[src/rtl/uart_tx_arbiter.sv]
// Two-source round-robin arbiter feeding one 8N1 UART transmitter.
// IDLE picks a requester, then START/DATA/STOP shift the latched byte out LSB first.
module uart_tx_arbiter #(
  parameter int CLK_DIV = 104,
  parameter int DATA_W  = 8
) (
  input  logic              io_mainClk,
  input  logic              io_asyncResetN,
  input  logic              io_req0_valid,
  input  logic [DATA_W-1:0] io_req0_data,
  output logic              io_req0_ready,
  input  logic              io_req1_valid,
  input  logic [DATA_W-1:0] io_req1_data,
  output logic              io_req1_ready,
  output logic              io_txd,
  output logic              io_busy,
  output logic              io_grant
);

  localparam int BIT_W = (DATA_W > 1) ? $clog2(DATA_W) : 1;

  typedef enum logic [1:0] {IDLE, START, DATA, STOP} state_t;

  state_t            state_q;
  logic [15:0]       baud_q;
  logic [BIT_W-1:0]  bit_q;
  logic [DATA_W-1:0] shift_q;
  logic              txd_q;
  logic              busy_q;
  logic              grant_q;
  logic              last_q;
  logic              sel;
  logic              accept;
  logic              baud_end;

  // On a tie the requester that did not win last time goes next.
  always_comb begin
    sel = 1'b0;
    if (io_req0_valid && io_req1_valid) sel = ~last_q;
    else if (io_req1_valid)             sel = 1'b1;
  end

  assign io_req0_ready = io_asyncResetN && (state_q == IDLE) && io_req0_valid && !sel;
  assign io_req1_ready = io_asyncResetN && (state_q == IDLE) && io_req1_valid &&  sel;
  assign accept        = io_req0_ready || io_req1_ready;
  assign baud_end      = (baud_q == 16'(CLK_DIV - 1));

  always_ff @(posedge io_mainClk or negedge io_asyncResetN) begin
    if (!io_asyncResetN) begin
      state_q <= IDLE;
      baud_q  <= '0;
      bit_q   <= '0;
      shift_q <= '0;
      txd_q   <= 1'b1;
      busy_q  <= 1'b0;
      grant_q <= 1'b0;
      last_q  <= 1'b1;
    end else begin
      case (state_q)
        IDLE: begin
          if (accept) begin
            shift_q <= sel ? io_req1_data : io_req0_data;
            grant_q <= sel;
            last_q  <= sel;
            state_q <= START;
            baud_q  <= '0;
            bit_q   <= '0;
            txd_q   <= 1'b0;
            busy_q  <= 1'b1;
          end
        end
        START: begin
          if (baud_end) begin
            baud_q  <= '0;
            bit_q   <= '0;
            state_q <= DATA;
            txd_q   <= shift_q[0];
            shift_q <= shift_q >> 1;
          end else begin
            baud_q <= baud_q + 16'd1;
          end
        end
        DATA: begin
          if (baud_end) begin
            baud_q <= '0;
            if (bit_q == BIT_W'(DATA_W - 1)) begin
              state_q <= STOP;
              txd_q   <= 1'b1;
            end else begin
              bit_q   <= bit_q + 1'b1;
              txd_q   <= shift_q[0];
              shift_q <= shift_q >> 1;
            end
          end else begin
            baud_q <= baud_q + 16'd1;
          end
        end
        STOP: begin
          if (baud_end) begin
            baud_q  <= '0;
            state_q <= IDLE;
            busy_q  <= 1'b0;
          end else begin
            baud_q <= baud_q + 16'd1;
          end
        end
        default: state_q <= IDLE;
      endcase
    end
  end

  assign io_txd   = txd_q;
  assign io_busy  = busy_q;
  assign io_grant = grant_q;

endmodule

[config.mk]
export PLATFORM = sky130hd
export DESIGN_NAME = uart_tx_arbiter
export DESIGN_NICKNAME = d
export VERILOG_FILES = /design/src/rtl/uart_tx_arbiter.sv
export SDC_FILE = /design/constraint.sdc
export NUM_CORES = 1
export LEC_CHECK = 0
export BUFFER_PORTS_ARGS = -buffer_cell sky130_fd_sc_hd__buf_2
export CORE_UTILIZATION = 30
export CTS_CLUSTER_SIZE = 40
export DETAILED_ROUTE_END_ITERATION = 7
export PLACE_DENSITY = 0.46
export REMOVE_ABC_BUFFERS = 1
export SLEW_MARGIN = 20
export SYNTH_ARGS = -nofsm -noshare
export SYNTH_HDL_FRONTEND = slang
export SYNTH_SLANG_ARGS = --single-unit
[constraint.sdc]
create_clock -name io_mainClk -period 2.4 [get_ports io_mainClk]
set_input_delay 0.72 -clock io_mainClk [delete_from_list [all_inputs] [get_ports io_mainClk]]
set_output_delay 0.72 -clock io_mainClk [all_outputs]
set_load 0.02 [all_outputs]
After elaboration in Yosys (flattened, before gate mapping)
Index checks and enable logic that the tools add are counted. Widths: inputs -> output; s select.

Mux-type cells: 30. Reductions and logical operators: 17. Add/sub/neg operators: 2. Eq/ne operators: 11. Bitwise operators: 1.

Operator list (count): $mux 8 (5); $mux 16 (2); $pmux 16 s2 (1); $pmux 8 s3 (1); $add 16x1->16 const B (1); $eq 16x7->1 const B (1); $mux 3 (4); $ne 2x2->1 const B (6); $mux 2 (5); $reduce_and 5->1 (2); $pmux 3 s3 (1); $mux 1 (8); $pmux 2 s4 (1); $logic_and 1x1->1 (6); $eq 2x2->1 const B (2); $reduce_and 4->1 (1); $add 3x1->3 const B (1); $eq 3x3->1 const B (1); $pmux 1 s3 (1); $reduce_and 3->1 (1); $reduce_bool 3->1 (1); $reduce_or 3->1 (1); $eq 2x1->1 const B (1); $logic_not 2->1 (1); other kinds (6) (6).

Output and inout port bits: 5. Logic and storage cells: 69. Input port bits: 20. Register bits after elaboration: 33.

Depth between registers and ports, before layout
Depth after elaboration: 7. Depth in mapped cells: 8. Depth with buffers taken out: 6.

Worst setup path before layout
OpenSTA, ideal clock, no wires.

Path type: in2out. From: in io_req0_valid. To: out io_req0_ready. Stages on the path: 4. Slack: 31 ps. Data required time: 1680 ps. Data arrival time: 1649 ps. Cell sequence: nand2_1 and2_1 buf_2 nor3b_1.

Cells in the longest elaborated chain, start to end: 4.

Ends and longest elaborated chain: from (decl) (RTL line 9) `input logic io_req0_valid,`; $logic_and 1x1->1 (RTL line 39) `if (io_req0_valid && io_req1_valid) sel = ~last_q;`; $mux 1 (RTL line 39); $logic_not 1->1 (RTL line 43) `assign io_req0_ready = io_asyncResetN && (state_q == IDLE) && io_req0_valid && !sel;`; $logic_and 1x1->1 (*) (RTL line 43); to (decl) (RTL line 11) `output logic io_req0_ready,`.

Mark *: on every way between the ends. The rest lies on a longest branch, timed or not.

Worst setup path after layout
From: reg state_q[0]. To: out io_req0_ready.

Cells in the longest elaborated chain, start to end: 4.

Ends and longest elaborated chain: from (decl) (RTL line 24) `state_t state_q;`; from (signal assigned) (RTL line 50) `state_q <= IDLE;`; from (signal assigned) (RTL line 65) `state_q <= START;`; from (signal assigned) (RTL line 76) `state_q <= DATA;`; $logic_not 2->1 (RTL line 43); $logic_and 1x1->1 (3 in series) (RTL line 43).

Every way passes these cells.

==> impl_metrics.json <==
{
  "synth_edf_count": 0,
  "die_width_um": 82.46,
  "postSynthAreaPerCell_sq_um": 9.247,
  "drcViolationCount": 0,
  "antenna_cells": 0,
  "fin_skew_ns": 0.004928,
  "firstDrtPassIters": 4,
  "worstMarginPinSlew_ns": 0.4453,
  "drt_iter0_drc": 122,
  "r2r_end": "shift_q[6]",
  "slew_viol_final": 0,
  "fin_crit_sh_pct": 92.48,
  "syn_to_final_growth_pct": 16.24,
  "fillers": 647,
  "synthCells": 210,
  "irDropWorstVdd_v": 0.0006153,
  "synthDistinctLibCells": 39,
  "dp_hpwl_mm": 3.014,
  "final_layout_size_suffix_gt1_share_pct": 24.58,
  "path_clk_slew_ns": 0.06,
  "detail-route-antenna-nets": 0,
  "finalSetupTns_ns": 0,
  "async_flop_share_pct": 100.0,
  "gp_congestion": 0.7770,
  "antenna_found_initial": 0,
  "portBuffers": 24,
  "clock_latency_ns": 0.29,
  "syn_area_sq_mm": 0.001942,
  "nets": 267,
  "reg2reg_depth": 6,
  "crit_fanout": 4,
  "ys_warn_count": 0,
  "drv_cap": 0,
  "grt_pass1_wl_mm": 7.058,
  "slew-limit-headroom_pct": 70.09,
  "power.total_mw": 2.615,
  "grt_max_degree": 32,
  "path_cells": "inv_1, ha_1, nand2_1, nor3b_1, buf_2",
  "cp_slowest_cell": "dfrtp_1",
  "synth_seq_cells": 33,
  "cp.arrival_ns": 1.50,
  "max_stage_delay_ns": 0.41,
  "critPathLaunchType": "register",
  "cts_max_level": 2,
  "cp-end-kind": "primary output",
  "ys.flop_type": "dfrtp_1",
  "hold_slack_ns": 0.2476,
  "vias": 1584,
  "worstReg2RegStart": "baud_q[0]",
  "period_minus_slack_ns": 2.220,
  "hp-class": "input pin to async pin",
  "status": "completed",
  "drt_wl_total_mm": 4.201,
  "holdBufCountCts": 0,
  "clock-sinks": 33,
  "rows": 28,
  "grt_pass1_vias": 1416,
  "finalHoldViolCount": 0,
  "p_leak_nw": 1.041,
  "start_util_pct": 31.86,
  "grt_overflow": 0,
  "multi_input_area_sq_mm": 0.001046,
  "wire_per_inst_um": 13.34,
  "rsz0062_at_grt": "false",
  "r2r_slack_ns": 0.33,
  "yosysSeqAreaShare_pct": 42.65,
  "fmax_mhz": 450.5,
  "avgViaCountPerCell": 5.029,
  "cp_data_required_time_ns": 1.68,
  "critPathKind": "register to primary output",
  "finalSetupViolations": 0,
  "cts_tree": "done",
  "clockBufferDepth": 2,
  "cts_buffers": 5,
  "root_buffer": "clkbuf_8",
  "die_y_um": 82.46,
  "seq_area_sq_um": 828.3,
  "core_sq_mm": 0.006096,
  "power_density_mw_per_mm2": 1158,
  "fp.dieArea_sq_mm": 0.006799,
  "track_usage_pct": 14.34,
  "cts_setup_buffers": 0,
  "ioPinCount": 25
}
## cell usage after synthesis, types with 3 or more instances
cell type | count | share of area (%)
dfrtp_1 | 31 | 40
nand2_1 | 29 | 5.6
o21ai_0 | 28 | 7.2
nor2_1 | 15 | 2.9
nor3_1 | 9 | 2.3
a31oi_1 | 8 | 2.6
mux2i_1 | 8 | 4.1
a21oi_1 | 7 | 1.8
ha_1 | 7 | 4.5
mux2_4 | 7 | 5.4
inv_1 | 6 | 1.2
nand3_1 | 6 | 1.5
clkbuf_1 | 4 | 0.77
nand4_1 | 4 | 1.3
buf_2 | 3 | 0.77
mux2_2 | 3 | 1.7
or3_1 | 3 | 0.97
## layout by cell type, fill, tap and decap left out, types with 3 or more instances in the layout
cell type  netlist  final
dfrtp_1         31     31
nand2_1         29     29
o21ai_0         28     28
buf_2            3     24
nor2_1          15     15
nor3_1           9      9
mux2i_1          8      8
a31oi_1          8      8
buf_4            0      8
a21oi_1          7      7
mux2_4           7      7
ha_1             7      7
inv_1            6      6
nand3_1          6      6
clkbuf_8         0      6
nand4_1          4      4
or3_1            3      3
mux2_2           3      3
## where the power goes
group | total, mW | internal, mW | switching, mW
Sequential | 0.911 | 0.751 | 0.160
Clock | 0.426 | 0.227 | 0.199
Combinational | 1.28 | 0.611 | 0.667
## through the flow
stage / area [sq um] / instances / worst slack [ns] / util (%)
after floorplan: 1889 / 201 / 0.04113 / -
after global placement: 2163 / 308 / 0.1696 / 35.49
after detailed placement: 2163 / 308 / 0.1409 / 35.49
after CTS: 2250 / 315 / 0.1302 / 36.90
after global routing: 2257 / 315 / 0.04042 / 37.03
final: 2257 / 315 / 0.1804 / 37.03
## how the worst max path moves through the flow
stage	from	end	slack, ns
floorplan	io_req0_valid	io_req0_ready	0.04
global placement	baud_q[0]	shift_q[6]	0.17
detailed placement	baud_q[0]	shift_q[6]	0.14
CTS	baud_q[0]	shift_q[6]	0.13
global route	state_q[0]	io_req0_ready	0.04
finish	state_q[0]	io_req0_ready	0.18
## cell families (layout without fill, tap and decap cells)
| logic type | count (synthesis) | after routing | share of synthesized area, % |
|---|---|---|---|
| and+or+nand+nor | 84 | 84 | 21.58 |
| xor gates and xnor gates | 2 | 2 | 0.9022 |
| buffers and inverters | 15 | 45 | 3.865 |
| AOI/OAI and AO/OA | 51 | 51 | 15.21 |
| adders and majority gates | 7 | 7 | 4.510 |
| muxes | 18 | 18 | 11.28 |
| DFF | 33 | 33 | 42.65 |
## critical path, delay by kind of cell (launching register included)
kind                     cells  cell delay (ns)
flip-flops                   1             0.41
AND/OR/NAND/NOR              2             0.29
buffers and inverters        2             0.28
adder cells (fa/ha/maj)      1             0.23
## layer usage
layer | GRT usage, % | wire (um) | up-vias
li1 | - | - | 811
met1 | 20.90 | 2160 | 727
met2 | 19.67 | 1794 | 39
met3 | 2.967 | 168 | 7
met4 | 7.368 | 78 | 0
met5 | 0 | 0 | -
## layout make-up
type / instances / area share [%]
inverters: 6 / 0.9978
flip-flops and latches: 33 / 36.70
multi-input cells: 162 / 46.34
well taps: 75 / 4.157
clock buffers: 7 / 3.825
repair buffers: 32 / 7.982
## repair_timing
action / CTS / global route
hold endpoints to repair: 0 / 0
gates resized for setup: 0 / 1
endpoints found under the setup margin: 0 / 1
## registers in the layout, indices dropped and copies added, names as in the netlist
register / flops
io_busy: 1
state_q: 2
io_grant: 1
baud_q: 16
shift_q: 8
io_txd: 1
bit_q: 3
last_q: 1
Power figures use the tool's default switching activity.
